### config.mk
export PLATFORM = sky130hd
export DESIGN_NAME = riscv_div_arbiter
export DESIGN_NICKNAME = d
export VERILOG_FILES = /design/src/rtl/riscv_div_arbiter.sv
export SDC_FILE = /design/constraint.sdc
export NUM_CORES = 1
export LEC_CHECK = 0
export CAP_MARGIN = 25
export CORE_ASPECT_RATIO = 0.8
export CORE_MARGIN = 3
export CORE_UTILIZATION = 40
export CTS_CLUSTER_SIZE = 30
export DETAILED_ROUTE_END_ITERATION = 8
export PLACE_DENSITY = 0.72
export SLEW_MARGIN = 25
export SYNTH_ARGS = -nofsm -noshare
export SYNTH_HDL_FRONTEND = slang
export SYNTH_SLANG_ARGS = --single-unit
### constraint.sdc
create_clock -name clk_i -period 12.85 [get_ports clk_i]
set_clock_uncertainty 0.05 [all_clocks]
set_input_delay 3.855 -clock clk_i [delete_from_list [all_inputs] [get_ports clk_i]]
set_output_delay 3.855 -clock clk_i [all_outputs]
set_load 0.05 [all_outputs]
### src/rtl/riscv_div_arbiter.sv
// Purpose: divide/remainder unit shared by two cores. A round-robin arbiter grants one
//          requester at a time, and a 32-step restoring divider computes the result.
// Latency: accept at T, valid_o pulse at T+33. With the fast path enabled, divide-by-zero,
//          signed overflow and b=1 produce valid_o at T+1.
// Backpressure: req_i is held until accept_o is seen. The losing core stays pending until
//          the FSM returns to IDLE. There is no queueing beyond the held request.
//
// Ports (cN = core 0 / core 1):
//   clk_i, rst_ni         clock; asynchronous active-low reset
//   cN_req_i / cN_op_i    request, op (00 DIV, 01 DIVU, 10 REM, 11 REMU)
//   cN_a_i / cN_b_i       dividend / divisor
//   cN_flush_i            abort this core's pending or in-flight request
//   cN_accept_o           combinational grant
//   cN_valid_o            registered one-cycle completion pulse
//   cN_result_o           registered result, held until the next completion for that core
// Optional feature macro: RISCV_DIV_FASTPATH_EN (single-cycle special cases).
module riscv_div_arbiter (
    input  logic        clk_i,
    input  logic        rst_ni,
    input  logic        c0_req_i,
    input  logic [1:0]  c0_op_i,
    input  logic [31:0] c0_a_i,
    input  logic [31:0] c0_b_i,
    input  logic        c0_flush_i,
    output logic        c0_accept_o,
    output logic        c0_valid_o,
    output logic [31:0] c0_result_o,
    input  logic        c1_req_i,
    input  logic [1:0]  c1_op_i,
    input  logic [31:0] c1_a_i,
    input  logic [31:0] c1_b_i,
    input  logic        c1_flush_i,
    output logic        c1_accept_o,
    output logic        c1_valid_o,
    output logic [31:0] c1_result_o
);

    typedef enum logic [1:0] {IDLE, BUSY, DONE} state_t;

    state_t      state_q;
    logic        owner_q;      // core that owns the running operation
    logic        last_q;       // core served last; the other core wins a tie
    logic        op_rem_q;     // 1: return remainder, 0: return quotient
    logic [31:0] rem_q;
    logic [31:0] quo_q;
    logic [31:0] dvs_q;
    logic        neg_quo_q;
    logic        neg_rem_q;
    logic [4:0]  cnt_q;

    // ---------------- arbitration ----------------
    logic elig0, elig1, grant_vld, grant_core;

    assign elig0      = c0_req_i & ~c0_flush_i;
    assign elig1      = c1_req_i & ~c1_flush_i;
    // Gated by rst_ni so that every output is low while reset is asserted.
    assign grant_vld  = rst_ni & (state_q == IDLE) & (elig0 | elig1);
    assign grant_core = (elig0 & elig1) ? ~last_q : elig1;

    assign c0_accept_o = grant_vld & ~grant_core;
    assign c1_accept_o = grant_vld &  grant_core;

    // ---------------- operand capture ----------------
    logic [1:0]  s_op;
    logic [31:0] s_a, s_b, a_mag, b_mag;
    logic        s_signed, a_neg, b_neg, b_zero;

    assign s_op     = grant_core ? c1_op_i : c0_op_i;
    assign s_a      = grant_core ? c1_a_i  : c0_a_i;
    assign s_b      = grant_core ? c1_b_i  : c0_b_i;
    assign s_signed = ~s_op[0];
    assign a_neg    = s_signed & s_a[31];
    assign b_neg    = s_signed & s_b[31];
    assign a_mag    = a_neg ? (32'd0 - s_a) : s_a;
    assign b_mag    = b_neg ? (32'd0 - s_b) : s_b;
    assign b_zero   = (s_b == 32'd0);

    // ---------------- fast path ----------------
    logic        fast_hit;
    logic [31:0] fast_res;

`ifdef RISCV_DIV_FASTPATH_EN
    // Overflow and b=1 share one result: the quotient is a and the remainder is 0.
    // Divide by zero returns an all-ones quotient and a as the remainder.
    assign fast_hit = b_zero | (s_b == 32'd1) |
                      (s_signed & (s_a == 32'h8000_0000) & (s_b == 32'hFFFF_FFFF));
    assign fast_res = s_op[1] ? (b_zero ? s_a : 32'd0)
                              : (b_zero ? 32'hFFFF_FFFF : s_a);
`else
    assign fast_hit = 1'b0;
    assign fast_res = 32'd0;
`endif

    // ---------------- restoring step ----------------
    logic [32:0] shifted, diff;
    logic        take;
    logic [31:0] rem_nxt, quo_nxt, quo_fin, rem_fin, fin_res;

    assign shifted = {rem_q, quo_q[31]};
    assign diff    = shifted - {1'b0, dvs_q};
    assign take    = ~diff[32];
    assign rem_nxt = take ? diff[31:0] : shifted[31:0];
    assign quo_nxt = {quo_q[30:0], take};
    assign quo_fin = neg_quo_q ? (32'd0 - quo_nxt) : quo_nxt;
    assign rem_fin = neg_rem_q ? (32'd0 - rem_nxt) : rem_nxt;
    assign fin_res = op_rem_q ? rem_fin : quo_fin;

    logic owner_flush;
    assign owner_flush = owner_q ? c1_flush_i : c0_flush_i;

    // ---------------- FSM ----------------
    always_ff @(posedge clk_i or negedge rst_ni) begin
        if (!rst_ni) begin
            state_q     <= IDLE;
            owner_q     <= 1'b0;
            last_q      <= 1'b1;   // core 0 wins the first tie
            op_rem_q    <= 1'b0;
            rem_q       <= 32'd0;
            quo_q       <= 32'd0;
            dvs_q       <= 32'd0;
            neg_quo_q   <= 1'b0;
            neg_rem_q   <= 1'b0;
            cnt_q       <= 5'd0;
            c0_valid_o  <= 1'b0;
            c1_valid_o  <= 1'b0;
            c0_result_o <= 32'd0;
            c1_result_o <= 32'd0;
        end else begin
            c0_valid_o <= 1'b0;
            c1_valid_o <= 1'b0;
            case (state_q)
                IDLE: begin
                    if (grant_vld) begin
                        owner_q   <= grant_core;
                        op_rem_q  <= s_op[1];
                        quo_q     <= a_mag;
                        rem_q     <= 32'd0;
                        dvs_q     <= b_mag;
                        // A zero divisor always yields an all-ones quotient, regardless of sign.
                        neg_quo_q <= (a_neg ^ b_neg) & ~b_zero;
                        neg_rem_q <= a_neg;
                        cnt_q     <= 5'd0;
                        if (fast_hit) begin
                            state_q <= DONE;
                            if (grant_core) begin
                                c1_result_o <= fast_res;
                                c1_valid_o  <= 1'b1;
                            end else begin
                                c0_result_o <= fast_res;
                                c0_valid_o  <= 1'b1;
                            end
                        end else begin
                            state_q <= BUSY;
                        end
                    end
                end
                BUSY: begin
                    if (owner_flush) begin
                        state_q <= IDLE;
                        last_q  <= owner_q;
                    end else begin
                        rem_q <= rem_nxt;
                        quo_q <= quo_nxt;
                        cnt_q <= cnt_q + 5'd1;
                        if (cnt_q == 5'd31) begin
                            state_q <= DONE;
                            if (owner_q) begin
                                c1_result_o <= fin_res;
                                c1_valid_o  <= 1'b1;
                            end else begin
                                c0_result_o <= fin_res;
                                c0_valid_o  <= 1'b1;
                            end
                        end
                    end
                end
                DONE: begin
                    // valid_o is already visible here. A flush in this cycle only
                    // shares the return to IDLE.
                    state_q <= IDLE;
                    last_q  <= owner_q;
                end
                default: state_q <= IDLE;
            endcase
        end
    end

endmodule

==> results of run 1 <==
-- critical path: stages --
cell and delay (ns):
clkdlybuf4s50_1 0.47, nor2b_1 0.30, nand2_4 0.44, nor2_1 0.29
clkdlybuf4s50_1 0.84
-- logic make-up after synthesis --
kind of cell    Yosys count  synth area share, %
compound gates          493                 22.4
xor+xnor                133                 8.50
fa+ha+maj                39                 3.62
buf+inv                 136                 3.87
flops                   174                 31.8
mux                     136                 10.2
simple gates            559                 19.6
-- flip-flops by register name, summed over array words and instances (netlist names) --
name and cells:
c0_result_o 32, c0_valid_o 1, c1_result_o 32, c1_valid_o 1, cnt_q 5, dvs_q 32, last_q 1, neg_quo_q 1
neg_rem_q 1, op_rem_q 1, owner_q 1, quo_q 32, rem_q 32, state_q 2
-- layout by cell type (no fill, tap or decap), types with 9 or more instances in the layout --
| master | Yosys | routed |
|---|---|---|
| nand2_1 | 204 | 203 |
| or3_1 | 30 | 30 |
| nor4_1 | 11 | 11 |
| a31oi_1 | 18 | 18 |
| mux2i_1 | 107 | 107 |
| o21ai_0 | 183 | 183 |
| or4_1 | 10 | 10 |
| o31ai_1 | 36 | 36 |
| a21oi_1 | 107 | 107 |
| and2_1 | 14 | 14 |
| xor2_1 | 68 | 68 |
| and3_1 | 11 | 11 |
| dfrtp_1 | 173 | 172 |
| nand3_1 | 18 | 17 |
| a21o_1 | 9 | 9 |
| nor3_1 | 56 | 56 |
| nor2_1 | 132 | 132 |
| o21a_1 | 12 | 12 |
| inv_1 | 46 | 46 |
| buf_4 | 0 | 18 |
| xnor2_1 | 65 | 65 |
| clkdlybuf4s50_1 | 0 | 204 |
| a211oi_1 | 15 | 15 |
| mux2_2 | 29 | 29 |
| nand4_1 | 14 | 14 |
| nor2b_1 | 10 | 10 |
| ha_1 | 38 | 38 |
| a22oi_1 | 28 | 28 |
| clkbuf_16 | 0 | 17 |
-- path summary, 6_finish.rpt --
check | startpoint | to | cells past startpoint
setup / recovery | c1_flush_i | c1_accept_o | 5
hold / removal | cnt_q[4]$_DFFE_PN0P_ | cnt_q[4]$_DFFE_PN0P_ | 2
setup reg to reg | quo_q[31]$_DFFE_PN0P_ | c0_result_o[28]$_DFFE_PN0P_ | 22
hold reg to reg | cnt_q[4]$_DFFE_PN0P_ | cnt_q[4]$_DFFE_PN0P_ | 2
max in group asynchronous | rst_ni | c1_result_o[25]$_DFFE_PN0P_ | 2
min in group asynchronous | rst_ni | rem_q[23]$_DFFE_PN0P_ | 1
-- cell type report --
cell class	instances	area (um^2)
Multi-Input combinational cell	1360	8820
Clock inverter	12	111
Clock buffer	20	457
Inverter	51	191
Timing Repair Buffer	223	2190
Tap cell	427	534
Sequential cell	174	4360
Fill cell	3118	16500
-- where the power goes --
group          internal (W)  switching [W]  total [W]
Clock              0.000278       0.000231   0.000510
Combinational      0.000848        0.00152    0.00237
Sequential         0.000668       0.000183   0.000851
Total               0.00179        0.00194    0.00373
-- stage by stage --
step | setup slack, ns | util (%) | instance area (um^2)
floorplan | 2.64 | - | 13700
global route | 2.52 | 50.3 | 16700
global placement | 2.78 | 48.6 | 16100
detailed placement | 2.73 | 48.6 | 16100
CTS | 2.72 | 50.3 | 16700
finish | 2.75 | 50.3 | 16700
-- per-layer routing --
layer | vias up | track usage [%] | wire (um)
met5 | - | 0 | 0
met4 | 0 | 6.01 | 857
met3 | 71 | 4.74 | 4090
met2 | 653 | 35.1 | 18700
met1 | 6433 | 36.8 | 21200
li1 | 6383 | - | -
==> impl_metrics.yaml, run 1 <==
logic_synthesis:
  synth_top_flop_cell: "dfrtp_1"
  ys_async_sr_fraction_pct: 100
  postSynthCellCount: 1670
  leading_area_contributor_after_synthesis: "dfrtp_1"
  yosys.cell_types.count: 78
  synth-edff-count: 0
  sequential_share_of_the_synthesized_area_pct: 31.8
  ys_ff_latch: 174
  number_of_nets_in_the_synthesized_netlist: 1847
  synthesis.area_um2: 13700
  post_synth.cell_area_avg_um2: 8.20
  yosysTopAreaCellShare_pct: 31.6
  post_synth_main_area_contributors: "dfrtp_1 (32%), mux2i_1 (7.8%), o21ai_0 (6.7%)"
  yosysWarnings: 0
  synthTopCellsByCount: "nand2_1 (204), o21ai_0 (183), dfrtp_1 (173)"
  post-synth-top-count-cell: "nand2_1"
pwr:
  total_power_w: 0.00373
  peakVddDrop_mv: 0.153
  power.density_nw_per_um2: 224
  leakagePower_nw: 7.20
cts:
  worst_setup_hold_path_clk_slew_ns: 0.06
  cts_setup_buffers: 0
  cts.hold.buffers_added: 0
  cts.htree.levels: 4
  cts-buffers-inserted: 17
  postCtsResizedCells: 0
  cts_root_buf: "clkbuf_16"
  cts_sinks: 174
  tritoncts: "done"
  cts-root-to-sink-buffers: 2
  clk-insertion-delay-late_ns: 0.45
floorplan:
  die_width_um: 213
  initial_utilization_pct: 41.3
  dieArea_um2: 36500
  height_of_the_die_um: 172
  ioPinCount: 206
  core_um2: 33100
  rows: 59
worst_setup_path:
  path_max_fanout: 51
  worst-r2r-setup-slack_ns: 6.15
  worstPathRequired_ns: 8.94
  setup.worst_path.class: "input pin to output pin"
  critical_path_arrival_ns: 6.20
  worstSetupEndpointType: "output pin"
  timing.critical_path.from_type: "input pin"
cells_and_area:
  number_of_antenna_cells_inserted: 0
  layout-drive-gt1-share_pct: 6.20
  finish.cell_count_without_fillers: 2267
  flow.area_growth_from_synthesis_pct: 21.7
  num-nets-final: 2004
global_route:
  track_usage_pct: 24.2
  grt-ovfl-total: 0
  number_of_antenna_violations_at_the_first_check_in_global_routing: 0
  wire_length_of_the_first_global_routing_pass_um: 70000
  grt_start_max_net_pins: 98
  grt_pass1_vias: 12700
sta:
  achievable-frequency_ghz: 0.0990
  finalCriticalPeriod_ns: 10.10
  setup_tns_ns: 0
  timing.final.setup_violations: 0
  slew-limit-headroom_pct: 35.2
  worst-slew-pin-transition_ns: 0.969
  minimum_hold_slack_ns: 0.428
  final-max-slew-violation-count: 0
  timing.final.hold_violations: 0
  post-route-period-util_pct: 78.6
  rsz0062_at_grt: "no"
placement:
  placement.io_buffers: 205
  place.gp.congestion: 0.950
  detailed_place_hpwl_um: 35000
  dp_cells: 2235
route:
  viasPerCell: 5.97
  routed_wire_length_per_instance_um: 19.8
  postRouteAntennaNets: 0
  initialDrtViolationCount: 1497
  wirelength_um: 44900
  routed-via-count: 13500
  detailedRoute.firstPassIterationCount: 6
  drt_drc_violations_left: 0
worst_hold_path:
  min_path_type: "register to register"
outcome:
  outcome: "complete, no violations"
job:
  max_cap_violations: 0
Note: power is estimated with default switching activity, not from simulation.
==> run 2, diff against run 1 <==
--- a/config.mk
+++ b/config.mk
@@ -11,7 +11,7 @@
 export CORE_UTILIZATION = 40
 export CTS_CLUSTER_SIZE = 30
 export DETAILED_ROUTE_END_ITERATION = 8
-export PLACE_DENSITY = 0.72
+export PLACE_DENSITY = 0.74
 export SLEW_MARGIN = 25
 export SYNTH_ARGS = -nofsm -noshare
 export SYNTH_HDL_FRONTEND = slang
==> constraint.sdc (replaced) <==
create_clock -name clk_i -period 8.5 [get_ports clk_i]
set_clock_uncertainty 0.05 [all_clocks]
set_input_delay 2.55 -clock clk_i [delete_from_list [all_inputs] [get_ports clk_i]]
set_output_delay 2.55 -clock clk_i [all_outputs]
set_load 0.05 [all_outputs]
==> impl_metrics.yaml, run 2 (same netlist as run 1, synthesis figures left out) <==
worst_setup_path:
  setup.worst_path.class: "input pin to output pin"
  worstPathRequired_ns: 5.90
  path_max_fanout: 6
  critical_path_arrival_ns: 4.61
  worstSetupEndpointType: "output pin"
  timing.critical_path.from_type: "input pin"
cells_and_area:
  layout_common_cells: "clkdlybuf4s50_1 (204), nand2_1 (203), o21ai_0 (183)"
  number_of_antenna_cells_inserted: 0
  flow.area_growth_from_synthesis_pct: 21.8
  layout-drive-gt1-share_pct: 6.25
  final_common_cell: "clkdlybuf4s50_1"
  num-nets-final: 2005
  final.fill_count: 3074
worst_hold_path:
  min_path_type: "register to register"
sta:
  timing.final.hold_violations: 0
  achievable-frequency_ghz: 0.139
  slew-limit-headroom_pct: 33.0
  timing.final.setup_violations: 0
  post-route-period-util_pct: 84.9
  finalCriticalPeriod_ns: 7.21
  final_critical_path_setup_slack_ns: 1.29
  setup_tns_ns: 0
  final-max-slew-violation-count: 0
  rsz0062_at_grt: "no"
  worst-slew-pin-transition_ns: 1.00
route:
  drt_drc_violations_left: 0
  postRouteAntennaNets: 0
  detailedRoute.firstPassIterationCount: 5
  routed-via-count: 13500
  routed_wire_length_per_instance_um: 19.8
  initialDrtViolationCount: 1411
  wirelength_um: 44900
  viasPerCell: 5.94
floorplan:
  rows: 59
  height_of_the_die_um: 172
  ioPinCount: 206
  die_width_um: 213
  dieArea_um2: 36500
  initial_utilization_pct: 41.3
  core_um2: 33100
global_route:
  number_of_antenna_violations_at_the_first_check_in_global_routing: 0
  grt-ovfl-total: 0
  grt_start_max_net_pins: 98
  grt_pass1_vias: 12500
  track_usage_pct: 24.1
  wire_length_of_the_first_global_routing_pass_um: 69400
cts:
  worst_setup_hold_path_clk_slew_ns: 0.07
  cts_setup_buffers: 0
  cts-root-to-sink-buffers: 2
  cts.hold.buffers_added: 0
  postCtsResizedCells: 0
  tritoncts: "done"
  cts_sinks: 174
  cts.htree.levels: 4
  cts_root_buf: "clkbuf_16"
  clk-insertion-delay-late_ns: 0.44
  cts-buffers-inserted: 17
pwr:
  power.density_nw_per_um2: 339
  leakagePower_nw: 7.21
  peakVddDrop_mv: 0.225
placement:
  place.gp.congestion: 0.948
  placement.io_buffers: 205
  detailed_place_hpwl_um: 35100
  preCtsSetupSlack_ns: 1.33
outcome:
  outcome: "complete, no violations"
job:
  max_cap_violations: 0
[run 2: worst paths after layout]
kind                            cells past startpoint                          end                   from  slack, ns
worst max-delay path                                6                  c1_accept_o             c1_flush_i       1.29
worst min-delay path                                2        dvs_q[10]$_DFFE_PN0P_  dvs_q[10]$_DFFE_PN0P_       0.43
worst max register to register                     21  c1_result_o[28]$_DFFE_PN0P_  quo_q[31]$_DFFE_PN0P_       2.00
worst min register to register                      2        dvs_q[10]$_DFFE_PN0P_  dvs_q[10]$_DFFE_PN0P_       0.43
max in group asynchronous                           2  c1_result_o[15]$_DFFE_PN0P_                 rst_ni       5.05
min in group asynchronous                           1        rem_q[30]$_DFFE_PN0P_                 rst_ni       2.01
[run 2: layer usage]
metal  vias to the layer above  global-route usage [%]  part of all wire (%)
met5                         -                       0                     0
met4                         0                    4.91                   1.4
met3                        50                    4.94                   8.6
met2                       608                    34.9                    42
met1                      6406                    36.9                    48
li1                       6401                       -                     -
[run 2: area by class of cell]
type / instances / area, um^2 / area share, %
Clock buffer: 20 / 457 / 2.74
Clock inverter: 12 / 125 / 0.750
Inverter: 51 / 191 / 1.15
Multi-Input combinational cell: 1360 / 8830 / 52.9
Sequential cell: 174 / 4360 / 26.1
Tap cell: 427 / 534 / 3.20
Timing Repair Buffer: 224 / 2200 / 13.2
[run 2: per-stage QoR]
step	utilization (%)	total power, W	hold WS (ns)	std cells	instance area [um^2]
finish	50.3	0.00565	0.434	2268	16700
global route	50.3	0.00603	0.463	2268	16700
CTS	50.3	0.00556	0.439	2268	16700
detailed placement	48.6	0.00477	0.421	2236	16100
global placement	48.6	0.00472	0.409	2236	16100
floorplan	-	0.00371	0.395	1670	13700
[run 2: power breakdown]
| group | switching (W) | leakage [nW] | internal [W] | total, W |
|---|---|---|---|---|
| Combinational | 0.00231 | 4.67 | 0.00129 | 0.00360 |
| Sequential | 0.000267 | 2.26 | 0.00101 | 0.00128 |
| Clock | 0.000354 | 0.283 | 0.000426 | 0.000780 |
| Total | 0.00293 | 7.21 | 0.00273 | 0.00565 |
[run 2: critical path, cell delays in order]
cell and delay [ns]:
clkdlybuf4s50_1 0.49, nand2b_1 0.26, o21ai_0 0.13, nand3_2 0.13, nor2_1 0.21, clkdlybuf4s50_1 0.84
